File: src/rtl/time_set_ctrl_pkg.sv
// Shared types, BCD field limits and the BCD increment helper for the time-set front end.
package time_set_pkg;

    typedef enum logic [2:0] {
        RUN    = 3'd0,
        E_DAY  = 3'd1,
        E_HOUR = 3'd2,
        E_MIN  = 3'd3,
        E_SEC  = 3'd4
    } state_t;

    localparam logic [7:0] DAY_MIN  = 8'h01;
    localparam logic [7:0] DAY_MAX  = 8'h31;
    localparam logic [7:0] HOUR_MIN = 8'h00;
    localparam logic [7:0] HOUR_MAX = 8'h23;
    localparam logic [7:0] MS_MIN   = 8'h00;
    localparam logic [7:0] MS_MAX   = 8'h59;

    localparam logic [1:0] SEL_NONE = 2'd0;
    localparam logic [1:0] SEL_DAY  = 2'd1;
    localparam logic [1:0] SEL_HOUR = 2'd2;
    localparam logic [1:0] SEL_MIN  = 2'd3;
    localparam logic [1:0] SEL_SEC  = 2'd3;

    // Invalid BCD digits or values outside [lo, hi] snap to lo; byte compares are
    // only meaningful once both nibbles are known to be decimal digits.
    function automatic logic [7:0] bcd_inc(input logic [7:0] val,
                                           input logic [7:0] lo,
                                           input logic [7:0] hi);
        logic [7:0] res;
        if (val[7:4] > 4'd9 || val[3:0] > 4'd9 || val < lo || val > hi) begin
            res = lo;
        end else if (val == hi) begin
            res = lo;
        end else if (val[3:0] == 4'd9) begin
            res = {val[7:4] + 4'd1, 4'd0};
        end else begin
            res = val + 8'd1;
        end
        return res;
    endfunction

endpackage

File: src/rtl/time_set_ctrl_btn_debounce.sv
// Two-flop synchroniser, consecutive-sample debounce and one-cycle press pulse for a push-button.
module btn_debounce
    import time_set_pkg::*;
#(
    parameter int DEB_MS = 20
) (
    input  logic CLK1K,
    input  logic RST,
    input  logic btn,
    output logic level,
    output logic press
);

    localparam logic [9:0] DEB_LAST = 10'(DEB_MS - 1);

    logic       sync_p0;
    logic       sync_p1;
    logic [9:0] cnt;

    always_ff @(posedge CLK1K) begin
        if (RST) begin
            sync_p0 <= 1'b0;
            sync_p1 <= 1'b0;
            cnt     <= '0;
            level   <= 1'b0;
            press   <= 1'b0;
        end else begin
            // synchroniser stage boundary
            sync_p0 <= btn;
            sync_p1 <= sync_p0;
            press   <= 1'b0;
            // any sample agreeing with the accepted level restarts the run count
            if (sync_p1 == level) begin
                cnt <= '0;
            end else if (cnt == DEB_LAST) begin
                level <= sync_p1;
                press <= sync_p1;
                cnt   <= '0;
            end else begin
                cnt <= cnt + 10'd1;
            end
        end
    end

endmodule

File: src/rtl/time_set_ctrl.sv
// Button-driven day/hour/min/sec editor that loads the running clock via SW1.
// Optional build macro AUTOREPEAT_EN adds hold-to-repeat on the UP button.
module time_set_ctrl
    import time_set_pkg::*;
#(
    parameter int DEB_MS   = 20,
    parameter int BLINK_MS = 500,
    parameter int HOLD_MS  = 500,
    parameter int RPT_MS   = 100
) (
    input  logic       CLK1K,
    input  logic       RST,
    input  logic       BTN_MODE,
    input  logic       BTN_UP,
    input  logic [7:0] CUR_SEC,
    input  logic [7:0] CUR_MIN,
    input  logic [7:0] CUR_HOUR,
    input  logic [7:0] CUR_DAY,
    output logic       SW1,
    output logic [7:0] SEC_SET,
    output logic [7:0] MIN_SET,
    output logic [7:0] HOUR_SET,
    output logic [7:0] DAY_SET,
    output logic [1:0] SEL,
    output logic       EDIT_SEC,
    output logic       BLINK
);

    localparam logic [15:0] BLINK_LAST = 16'(BLINK_MS - 1);

    state_t      state_q;
    state_t      state_nxt;
    logic        state_chg;
    logic        mode_press;
    logic        mode_lvl;
    logic        up_press;
    logic        up_lvl;
    logic        rpt_fire;
    logic        inc_req;
    logic [15:0] blink_cnt;
    logic        unused_cfg;

    btn_debounce #(.DEB_MS(DEB_MS)) u_deb_mode (
        .CLK1K (CLK1K),
        .RST   (RST),
        .btn   (BTN_MODE),
        .level (mode_lvl),
        .press (mode_press)
    );

    btn_debounce #(.DEB_MS(DEB_MS)) u_deb_up (
        .CLK1K (CLK1K),
        .RST   (RST),
        .btn   (BTN_UP),
        .level (up_lvl),
        .press (up_press)
    );

    always_ff @(posedge CLK1K) begin
        if (RST) begin
            state_q <= RUN;
        end else begin
            state_q <= state_nxt;
        end
    end

    always_comb begin
        state_nxt = state_q;
        SW1       = 1'b0;
        SEL       = SEL_NONE;
        EDIT_SEC  = 1'b0;
        if (mode_press) begin
            case (state_q)
                RUN:     state_nxt = E_DAY;
                E_DAY:   state_nxt = E_HOUR;
                E_HOUR:  state_nxt = E_MIN;
                E_MIN:   state_nxt = E_SEC;
                default: state_nxt = RUN;
            endcase
        end
        case (state_q)
            E_DAY: begin
                SW1 = 1'b1;
                SEL = SEL_DAY;
            end
            E_HOUR: begin
                SW1 = 1'b1;
                SEL = SEL_HOUR;
            end
            E_MIN: begin
                SW1 = 1'b1;
                SEL = SEL_MIN;
            end
            E_SEC: begin
                SW1      = 1'b1;
                SEL      = SEL_SEC;
                EDIT_SEC = 1'b1;
            end
            default: ;
        endcase
        state_chg = (state_nxt != state_q);
    end

    // MODE has priority: a coincident UP press or repeat tick is dropped
    assign inc_req = (state_q != RUN) && !mode_press && (up_press || rpt_fire);

`ifdef AUTOREPEAT_EN
    localparam logic [15:0] HOLD_LAST  = 16'(HOLD_MS);
    localparam logic [15:0] RPT_RELOAD = 16'(HOLD_MS - RPT_MS + 1);

    logic [15:0] hold_cnt;

    // hold_cnt is 0 in the press cycle, so the first repeat lands HOLD_MS later
    // and the reload spaces later repeats RPT_MS apart
    always_ff @(posedge CLK1K) begin
        if (RST || !up_lvl || state_q == RUN || state_chg) begin
            hold_cnt <= '0;
        end else if (hold_cnt == HOLD_LAST) begin
            hold_cnt <= RPT_RELOAD;
        end else begin
            hold_cnt <= hold_cnt + 16'd1;
        end
    end

    assign rpt_fire   = up_lvl && (state_q != RUN) && (hold_cnt == HOLD_LAST);
    assign unused_cfg = mode_lvl;
`else
    assign rpt_fire   = 1'b0;
    assign unused_cfg = ^{mode_lvl, up_lvl, 16'(HOLD_MS), 16'(RPT_MS)};
`endif

    always_ff @(posedge CLK1K) begin
        if (RST) begin
            SEC_SET  <= MS_MIN;
            MIN_SET  <= MS_MIN;
            HOUR_SET <= HOUR_MIN;
            DAY_SET  <= DAY_MIN;
        end else if (state_q == RUN && mode_press) begin
            SEC_SET  <= CUR_SEC;
            MIN_SET  <= CUR_MIN;
            HOUR_SET <= CUR_HOUR;
            DAY_SET  <= CUR_DAY;
        end else if (inc_req) begin
            case (state_q)
                E_DAY:   DAY_SET  <= bcd_inc(DAY_SET, DAY_MIN, DAY_MAX);
                E_HOUR:  HOUR_SET <= bcd_inc(HOUR_SET, HOUR_MIN, HOUR_MAX);
                E_MIN:   MIN_SET  <= bcd_inc(MIN_SET, MS_MIN, MS_MAX);
                E_SEC:   SEC_SET  <= bcd_inc(SEC_SET, MS_MIN, MS_MAX);
                default: ;
            endcase
        end
    end

    // Restarting the phase on every edit keeps the field visible right after a change
    always_ff @(posedge CLK1K) begin
        if (RST || state_nxt == RUN || state_chg || inc_req) begin
            blink_cnt <= '0;
            BLINK     <= 1'b0;
        end else if (blink_cnt == BLINK_LAST) begin
            blink_cnt <= '0;
            BLINK     <= ~BLINK;
        end else begin
            blink_cnt <= blink_cnt + 16'd1;
        end
    end

endmodule
File: config.mk
export PLATFORM = sky130hd
export DESIGN_NAME = time_set_ctrl
export DESIGN_NICKNAME = d
export VERILOG_FILES = /design/src/rtl/time_set_ctrl_pkg.sv /design/src/rtl/time_set_ctrl_btn_debounce.sv /design/src/rtl/time_set_ctrl.sv
export SDC_FILE = /design/constraint.sdc
export NUM_CORES = 1
export LEC_CHECK = 0
export ABC_CLOCK_PERIOD_IN_PS = 2200
export CAP_MARGIN = 5
export CORE_MARGIN = 1.5
export CORE_UTILIZATION = 54
export DETAILED_ROUTE_END_ITERATION = 12
export PLACE_DENSITY = 0.81
export REMOVE_ABC_BUFFERS = 1
export SLEW_MARGIN = 20
export SYNTH_ARGS = -nofsm -noshare
export SYNTH_HDL_FRONTEND = slang
export SYNTH_SLANG_ARGS = --single-unit
File: constraint.sdc
create_clock -name CLK1K -period 2.2 [get_ports CLK1K]
set_input_delay 0.22 -clock CLK1K [delete_from_list [all_inputs] [get_ports CLK1K]]
set_output_delay 0.22 -clock CLK1K [all_outputs]
set_load 0.03 [all_outputs]
==> results.md <==
- Class of the most critical setup path: reg2out
- Hpwl dp: 7190 µm
- Critical path buffer and inverter count: 1
- Total of cells resized after clock tree synthesis: 4
- # diodes: 0
- Mean routed wirelength per cell: ~15 µm
- Clock tree buffer depth: 2
- Fraction of final layout cells with drive strength greater than 1: 0.0884
- Ratio of final minimum period to clock period: 0.964
- Critical hold path startpoint: RST
- Post-CTS setup-driven buffer insertion count: 0
- Max VDD drop: 0.000570 V
- CTS H-Tree Depth: 3
- FFs w/ async S/R, synth: 0
- Total CTS buffers: 9
- Most used flip-flop cell after synthesis: sky130_fd_sc_hd__dfxtp_1
- Global-route total usage across every layer: 0.238
- CTS tree: built
- Chain of cells forming the critical path: nor2_8 > xnor2_1 > clkdlybuf4s50_1
- Port Buffers: 72
- Count of cells along the worst register-to-register path: 7
- Slowest library cell on the worst path: sky130_fd_sc_hd__clkdlybuf4s50_1
- Post-Route Hold Slack: between 0.2 and 0.25 ns
- R2r endpoint: SEC_SET[4]
- Initial cell density of the core: 0.566
- Number of distinct library cells after synthesis: 67
- Die Wd: 93.4 µm
- Antenna violations before repair: 0
- Critical path fanouts, max: 6
- Synthesized netlist cell count: 522
- Peak per-stage delay on the critical path: 0.70 ns
- Endpoint type of the worst setup path: primary output
- Mapped Area: 4420 µm²
- Internal Dissipation: 2.16 mW
- Share of synthesized area occupied by flip-flops and latches: 0.363
- Post-layout nets: about 630
- Unrepaired setup endpoints after global routing: no
- Wire length of the first global-routing pass: 16,600 µm
- Remaining routing DRC violations: 0
- Final-report max-slew violation count: 0
- Gate family responsible for the most delay along the worst path: buffers and inverters
- Detailed-route vias per instance: around 5.7
- Number of vias in the routed layout: 3,966
- Net switching component of the power: approximately 0.60 mW
- Result of the run: completed
- Syn. warnings: 0
- Timing-limited maximum frequency: 0.471 GHz
- Area of the core region: 7810 µm²
- Total wire length after detailed routing: 10,100 µm
- Clock Power Share: 0.435
- GR Overflow Total: 0
- Max_slew headroom: 0.613
- Number of rows in the core area: 32
- Io pins: 73
- Number of design-rule violations left by the first detailed-router iteration: 234
- Average cell area after synthesis: 8.46 µm²
- Vias in the first global route: 3,685
- Most used standard cells in the synthesized netlist: 80 x sky130_fd_sc_hd__dfxtp_1, 75 x sky130_fd_sc_hd__nor2_1, 33 x sky130_fd_sc_hd__nand2_1, 29 x sky130_fd_sc_hd__a21oi_1, 29 x sky130_fd_sc_hd__nand3_1
- Cell depth of the worst min-delay path: 3
- CTS Hold Buffers Added: 0
- Area leader, netlist: sky130_fd_sc_hd__dfxtp_1
- Reg2Reg Launch Point: SEC_SET[5]
- Total power draw: approximately 2.8 mW
- Relative contribution of sequential cells to total power: 0.528
- Combinational cell fraction of total power: 0.037
- Setup slack on the worst flop-to-flop path: about 0.22 ns
- Top cell type's share of synthesized area: 0.363
- Seq cells post-synth: 80
- Leading post-synthesis cells by cell area: sky130_fd_sc_hd__dfxtp_1 36%, sky130_fd_sc_hd__nor2_1 6.4%, sky130_fd_sc_hd__xnor2_1 4.6%
- Count of endpoints failing hold in the final timing report: 0
- EDFF count, synth: 0
- Leak Pwr: 1.82 nW
- Number of violations of the max-capacitance limit: 0
- DRT antenna net count: 0
- Clock Root Buffer: sky130_fd_sc_hd__clkbuf_8
- Total iterations of the first detailed-routing run: 5
- Startpoint types: flop
- PD cells: 514 nW/µm²
- Most frequent cell after synthesis: sky130_fd_sc_hd__dfxtp_1
- Net switching share of the total power: 0.217
- Data arrival at the endpoint of the critical path: 1.90 ns
- Fin Clk Skew: 0.00962 ns
- Required time reported for the critical path endpoint: 1.98 ns
- Class of the tightest hold or removal check: in2reg
- Die Ht: 93.4 µm
- Measured slew at the worst slew-check pin: between 0.5 and 0.6 ns
- Area enclosed by the die boundary: 8730 µm²
- Min Clock Period, post-route: 2.12 ns
- Insertion delay of the later-clocked pin in the worst-skew pair: 0.35 ns
- Hold Crit Endpoint: BLINK
- Clock transition at the register clock pins on the worst setup and hold paths after CTS: 0.08 ns
- Maximum number of pins on one net before global-route repair: 46
- CTS sink cnt: 80
- Setup Viol. Count Final: 0
- Layout overhead on the synthesized area: 21.6%
- RePlAce Congestion: 0.925
## registers in the layout (all words and copies together) (netlist names), 3 cells and up
signal / cells
state_q: 3
u_deb_mode.cnt: 10
SEC_SET: 8
MIN_SET: 8
blink_cnt: 16
HOUR_SET: 8
DAY_SET: 8
u_deb_up.cnt: 10
## metal layers
metal / routed length, µm / vias to the layer above / share of wire / track usage
met5: 0 / - / 0 / 0
met2: 4800 / 148 / 0.48 / 0.397
met3: 732 / 20 / 0.073 / 0.0642
met1: 4370 / 1836 / 0.43 / 0.297
met4: 170 / 0 / 0.017 / 0.0783
li1: - / 1962 / - / -
## layout make-up
type,instances,area [µm²]
multi-input cells,390,2540
fillers,645,2440
flip-flops and latches,80,1600
repair buffers,84,803
clock buffers,10,128
well taps,102,128
clock inverters,6,92.6
inverters,18,72.6
## power groups by stage
stage,logic [mW],clock network [mW],registers [mW]
global route,0.109,1.29,1.46
finish,0.103,1.20,1.46
detailed placement,0.102,0,1.49
floorplan,0.0139,0,1.49
CTS,0.103,1.23,1.46
global placement,0.102,0,1.49
## tightest hold or removal path: cells and delay by family
kind          cells  cell delay, ns
simple gates      2            0.19
buf+inv           1            0.12
## per-stage QoR
stage | std cells | worst slack, ns | utilization | cell area (µm²) | TNS, ns
2_1_floorplan | 488 | -0.0350 | - | 4220 | -0.0350
3_5_place_dp | 674 | 0.132 | 0.660 | 5150 | 0
4_1_cts | 690 | 0.0658 | 0.688 | 5370 | 0
6_report | 690 | 0.0782 | 0.688 | 5370 | 0
5_1_grt | 690 | 0.0252 | 0.688 | 5370 | 0
3_3_place_gp | 674 | 0.262 | 0.660 | 5150 | 0
## worst max-delay path by stage
stage	startpoint	endpoint	slack, ns	cells past startpoint
6_report	state_q[0]	SW1	0.08	3
5_1_grt	state_q[0]	SW1	0.03	3
4_1_cts	state_q[0]	SW1	0.07	3
3_5_place_dp	state_q[1]	SEL[1]	0.13	3
3_3_place_gp	state_q[1]	SEL[1]	0.26	3
2_1_floorplan	state_q[1]	HOUR_SET[1]	-0.03	5
## kinds of logic (layout without fill, tap and decap cells)
family / after synthesis / in the layout / share of synthesized area
multiplexers: 10 / 10 / 0.0235
AND/OR/NAND/NOR: 214 / 214 / 0.258
XOR/XNOR: 42 / 42 / 0.0833
adder cells (fa/ha/maj): 15 / 15 / 0.0425
buffers and inverters: 52 / 118 / 0.0615
AO/OA/AOI/OAI: 109 / 109 / 0.168
flip-flops: 80 / 80 / 0.363
## cells in the final DEF, fill, tap and decap left out, types with 4 or more instances in the layout
master                            netlist  final
sky130_fd_sc_hd__a32oi_1                4      4
sky130_fd_sc_hd__dfxtp_1               80     78
sky130_fd_sc_hd__clkdlybuf4s50_1        0     69
sky130_fd_sc_hd__nor2b_1                5      5
sky130_fd_sc_hd__buf_4                  3     12
sky130_fd_sc_hd__xor2_1                19     19
sky130_fd_sc_hd__nand4_1                6      6
sky130_fd_sc_hd__nand3b_1               4      4
sky130_fd_sc_hd__clkbuf_8               0      9
sky130_fd_sc_hd__a21o_1                 7      7
sky130_fd_sc_hd__or2_2                  4      4
sky130_fd_sc_hd__o21a_1                 6      6
sky130_fd_sc_hd__ha_1                  15     15
sky130_fd_sc_hd__nor2_1                75     75
sky130_fd_sc_hd__nor3_1                12     12
sky130_fd_sc_hd__a222oi_1               4      4
sky130_fd_sc_hd__inv_1                 17     17
sky130_fd_sc_hd__mux2i_1                7      7
sky130_fd_sc_hd__a21oi_1               29     29
sky130_fd_sc_hd__a22oi_1               20     20
sky130_fd_sc_hd__nand3_1               29     29
sky130_fd_sc_hd__o21ai_0               16     16
sky130_fd_sc_hd__and3_1                11     11
sky130_fd_sc_hd__xnor2_1               23     23
sky130_fd_sc_hd__nand2_1               33     33
Note: power is estimated with default switching activity, not from simulation.
